===== src/rtl/mux_scan_pkg.sv =====
// Shared definitions for the mux_scan block: mode encoding, state type and
// the width helper used for select and dwell-counter widths.
package mux_scan_pkg;

    localparam logic MODE_MANUAL = 1'b0;
    localparam logic MODE_AUTO   = 1'b1;

    typedef enum logic {
        ST_MANUAL = MODE_MANUAL,
        ST_AUTO   = MODE_AUTO
    } state_t;

    // Bits needed to index n values, never less than 1.
    function automatic int clog2_safe(input int n);
        return (n <= 2) ? 1 : $clog2(n);
    endfunction

endpackage


===== src/rtl/scan_counter.sv =====
// Dwell counter and round-robin index generator for the auto-scan mode.
// Raises advance on the last dwell cycle and offers the wrapped next index.
module scan_counter
    import mux_scan_pkg::*;
#(
    parameter  int NCH   = 4,
    parameter  int DWELL = 4,
    localparam int SELW  = clog2_safe(NCH),
    localparam int CW    = clog2_safe(DWELL + 1)
) (
    input  logic            clk,
    input  logic            rst,
    input  logic            enable,
    input  logic            clear,
    input  logic [SELW-1:0] cur,
    output logic            advance,
    output logic [SELW-1:0] next_idx
);

    logic [CW-1:0] count;

    assign advance  = !clear && (count == CW'(DWELL - 1));
    assign next_idx = (cur == SELW'(NCH - 1)) ? '0 : cur + SELW'(1);

    // NOTE: sequential state uses non-blocking assignments so every register
    // samples pre-edge values regardless of process ordering.
    always_ff @(posedge clk) begin
        if (rst) begin
            count <= '0;
        end else if (enable) begin
            if (clear || advance) begin
                count <= '0;
            end else begin
                count <= count + CW'(1);
            end
        end
    end

endmodule


===== src/rtl/mux_scan.sv =====
// Registered N-channel multiplexer with manual select and round-robin
// auto scan; every output is a register.
module mux_scan
    import mux_scan_pkg::*;
#(
    parameter  int WIDTH = 8,
    parameter  int NCH   = 4,
    parameter  int DWELL = 4,
    localparam int SELW  = clog2_safe(NCH)
) (
    input  logic                 clk,
    input  logic                 rst,
    input  logic                 enable,
    input  logic                 mode,
    input  logic [SELW-1:0]      sel,
    input  logic [NCH*WIDTH-1:0] din,
    output logic [WIDTH-1:0]     dout,
    output logic [SELW-1:0]      cur_sel,
    output logic                 switch_pulse,
    output logic                 valid
);

    state_t          state_q, state_d;
    logic            clear, advance;
    logic [SELW-1:0] next_idx, next_sel;
    logic [WIDTH-1:0] ch [NCH];

    for (genvar k = 0; k < NCH; k++) begin : g_ch
        assign ch[k] = din[k*WIDTH +: WIDTH];
    end

    // Counter is held at zero in manual mode and on the edge entering auto,
    // so a fresh scan always dwells a full DWELL cycles on cur_sel.
    assign clear = (mode == MODE_MANUAL) || (state_q == ST_MANUAL);

    scan_counter #(
        .NCH   (NCH),
        .DWELL (DWELL)
    ) u_scan_counter (
        .clk      (clk),
        .rst      (rst),
        .enable   (enable),
        .clear    (clear),
        .cur      (cur_sel),
        .advance  (advance),
        .next_idx (next_idx)
    );

    always_ff @(posedge clk) begin
        if (rst) state_q <= ST_MANUAL;
        else     state_q <= state_d;
    end

    // NOTE: defaults are assigned first so no path through the block leaves
    // a signal unassigned, which would infer a latch.
    always_comb begin
        state_d  = state_q;
        next_sel = cur_sel;
        if (enable) begin
            state_d = (mode == MODE_AUTO) ? ST_AUTO : ST_MANUAL;
        end
        if (mode == MODE_MANUAL) begin
            // Out-of-range requests (non-power-of-2 NCH) are ignored.
            if ({1'b0, sel} < (SELW + 1)'(NCH)) next_sel = sel;
        end else if (advance) begin
            next_sel = next_idx;
        end
    end

    always_ff @(posedge clk) begin
        if (rst) begin
            dout         <= '0;
            cur_sel      <= '0;
            switch_pulse <= 1'b0;
            valid        <= 1'b0;
        end else if (enable) begin
            cur_sel      <= next_sel;
            dout         <= ch[next_sel];
            switch_pulse <= (next_sel != cur_sel);
            valid        <= 1'b1;
        end else begin
            switch_pulse <= 1'b0;
        end
    end

endmodule


===== config.mk =====
export PLATFORM = sky130hd
export DESIGN_NAME = mux_scan
export DESIGN_NICKNAME = d
export VERILOG_FILES = /design/src/rtl/mux_scan_pkg.sv /design/src/rtl/scan_counter.sv /design/src/rtl/mux_scan.sv
export SDC_FILE = /design/constraint.sdc
export NUM_CORES = 1
export LEC_CHECK = 0
export CAP_MARGIN = 20
export CORE_UTILIZATION = 41
export CTS_BUF_LIST = sky130_fd_sc_hd__clkbuf_4
export DETAILED_ROUTE_END_ITERATION = 10
export GPL_ROUTABILITY_DRIVEN = 0
export PLACE_DENSITY_LB_ADDON = 0.15
export SETUP_SLACK_MARGIN = 0.02
export SLEW_MARGIN = 15
export SYNTH_ARGS = -nofsm -noshare
export SYNTH_HDL_FRONTEND = slang
export SYNTH_SLANG_ARGS = --single-unit

===== constraint.sdc =====
create_clock -name clk -period 3.16 [get_ports clk]
set_clock_uncertainty 0.2 [all_clocks]
set_input_delay 0.632 -clock clk [delete_from_list [all_inputs] [get_ports clk]]
set_output_delay 0.632 -clock clk [all_outputs]
set_load 0.01 [all_outputs]

==> impl_metrics.json <==
{
  "p_total_mw": 0.497,
  "grt-ovfl-total": 0,
  "synth_edf_count": 0,
  "vias": 913,
  "setup_viol": 0,
  "grt_max_degree": 18,
  "post-cts-setup-buffer-count": 0,
  "worst_slew_pin_slew_ns": 0.655,
  "clk-insertion-delay-late_ns": 0.28,
  "port_buffers": 49,
  "avgSynthCellArea_um2": 10.5,
  "slew_headroom_pct": 56.3,
  "place_hpwl_um": 1930,
  "clock_sinks": 16,
  "dr.pass1.iters": 4,
  "synth_area_leaders": "dfxtp_1, mux2_4, a221o_1",
  "synth.most_common_cell": "dfxtp_1",
  "yosys.area.top_type": "dfxtp_1",
  "root_buffer": "clkbuf_4",
  "die_area_um2": 2600,
  "fin_nets": 187,
  "rsz0062_at_grt": "false",
  "finalCritPeriodShare_pct": 82.2,
  "cts_buffers": 3,
  "max_clock_freq_ghz": 0.385,
  "rr_endpoint": "dout[6]",
  "power.switching_mw": 0.127,
  "hold_class": "reg2reg",
  "async_flop_share_pct": 0,
  "wl_per_cell_um": 14.5,
  "drtIter0Drc": 7,
  "synth_seq_area_share_pct": 32.6,
  "pwr-share-seq_pct": 45.4,
  "fin_setup_tns_ns": 0,
  "status": "finished, final reports clean",
  "syn_nets": 135,
  "cp_data_required_time_ns": 3.13,
  "grt_pass1_vias": 941,
  "drc_errors": 0,
  "ios": 50,
  "cts-htree-levels": 1,
  "synth_flop_cell": "dfxtp_1",
  "rows": 17,
  "cp.arrival_ns": 2.57,
  "grt_first_pass_wirelength_um": 4080,
  "synth_area_um2": 983,
  "critPathLaunch": "mode",
  "p_sw_share_pct": 25.5,
  "netlist.area_leader.share_pct": 32.6,
  "antenna_found_initial": 0,
  "pwr-share-clk_pct": 21.3,
  "power.internal_mw": 0.370,
  "multi_input_area_um2": 621,
  "hold_violations": 0,
  "maxSlewViolCount": 0,
  "cp-endpoint": "dout[6]",
  "p_per_area_nw_per_um2": 325,
  "synth_warnings": 0,
  "fillers": 191,
  "drive_above_1_share_pct": 16.7,
  "ant_nets": 0,
  "ys_seq_elements": 16,
  "synthTopCellsByCount": "dfxtp_1, nor2_1, mux2_4",
  "cap_violations": 0,
  "end_kind": "flip-flop",
  "ys_types": 28,
  "clockBufferDepth": 2,
  "startpoint_type": "input port",
  "holdBufCountCts": 0,
  "start_util_pct": 44.0,
  "comb_power_share_pct": 33.3,
  "path_max_fanout": 17,
  "seq_area_um2": 320,
  "reg2reg_slack_ns": 0.69,
  "layout_min_cycle_time_ns": 2.60,
  "die_y_um": 51.0,
  "fp.dieW_um": 51.0,
  "via_per_inst": 5.31,
  "rr_worst_depth": 7,
  "n_antenna_cell": 0,
  "syn_to_final_growth_pct": 55.2,
  "wl_um": 2490,
  "worstReg2RegStart": "u_scan_counter.count[0]",
  "power_leakage_nw": 0.614,
  "cts_tree": "yes",
  "ctsResizeCount": 0,
  "worstSetupPathType": "in2reg",
  "coreArea_um2": 2230,
  "syn_inst": 94,
  "clk_pin_slew_worst_paths_ns": 0.10,
  "peakVddDrop_v": 0.000212,
  "track_usage_pct": 21.2
}
## cell usage in the layout (no fill, tap or decap), types with 2 or more instances in the layout
cell type / instances
a21oi_1: 2
a221o_1: 8
buf_4: 3
clkbuf_4: 3
clkdlybuf4s50_1: 49
dfxtp_1: 16
ha_1: 3
inv_1: 4
mux2_2: 7
mux2_4: 9
mux2i_1: 3
nor2_1: 13
nor3b_1: 8
xor2_1: 3
## cell families after synthesis
group	count (synthesis)	share of synthesized area, %
fa+ha+maj	3	3.82
compound gates	17	16.4
buf+inv	9	4.32
mux	19	24.8
simple gates	27	15.4
xor+xnor	3	2.67
flops	16	32.6
## per-layer routing
metal	wire length, um	vias to the layer above	GRT usage (%)
li1	-	450	-
met1	1030	423	23.6
met2	1310	36	39.9
met3	127	4	4.17
met4	29	0	6.02
met5	0	-	0
## worst max-delay path, cell delays in order
cell and delay, ns:
clkdlybuf4s50_1 0.65, nor2_1 0.13, a31oi_4 0.14, buf_4 0.29
mux2_2 0.37, a221o_1 0.35
## power groups by stage
stage	logic [mW]	clock network, mW	registers, mW
after CTS	0.167	0.106	0.226
after global placement	0.162	0	0.229
final	0.165	0.106	0.226
after detailed placement	0.167	0	0.230
after floorplan	0.0758	0	0.234
after global routing	0.177	0.119	0.227
## through the flow
| stage | util (%) | cell area [um^2] | hold WS [ns] | cells | setup slack (ns) |
|---|---|---|---|---|---|
| after global placement | 67.3 | 1500 | 0.259 | 169 | 0.311 |
| after detailed placement | 67.3 | 1500 | 0.264 | 169 | 0.251 |
| after CTS | 68.3 | 1530 | 0.284 | 172 | 0.546 |
| after global routing | 68.3 | 1530 | 0.292 | 172 | 0.481 |
| after floorplan | - | 983 | 0.259 | 94 | 0.830 |
| final | 68.3 | 1530 | 0.278 | 172 | 0.562 |
## final cells by class
type	count	share of cell area, %
multi-input combinational	69	40.7
tap	28	2.30
timing repair buffer	52	33.6
inverter	4	0.984
sequential	16	21.0
clock buffer	3	1.48
## registers in the layout, summed over array words and instances, names as in the netlist
signal                cells
cur_sel                   2
dout                      8
state_q                   1
switch_pulse              1
u_scan_counter.count      3
valid                     1
## worst min-delay path by stage
stage	end	slack, ns	startpoint	cells past startpoint
floorplan	u_scan_counter.count[2]	0.26	u_scan_counter.count[2]	2
global placement	valid	0.26	valid	2
detailed placement	valid	0.26	valid	2
CTS	valid	0.28	valid	2
global route	valid	0.29	valid	2
finish	valid	0.28	valid	2
Note: power is estimated with default switching activity, not from simulation.
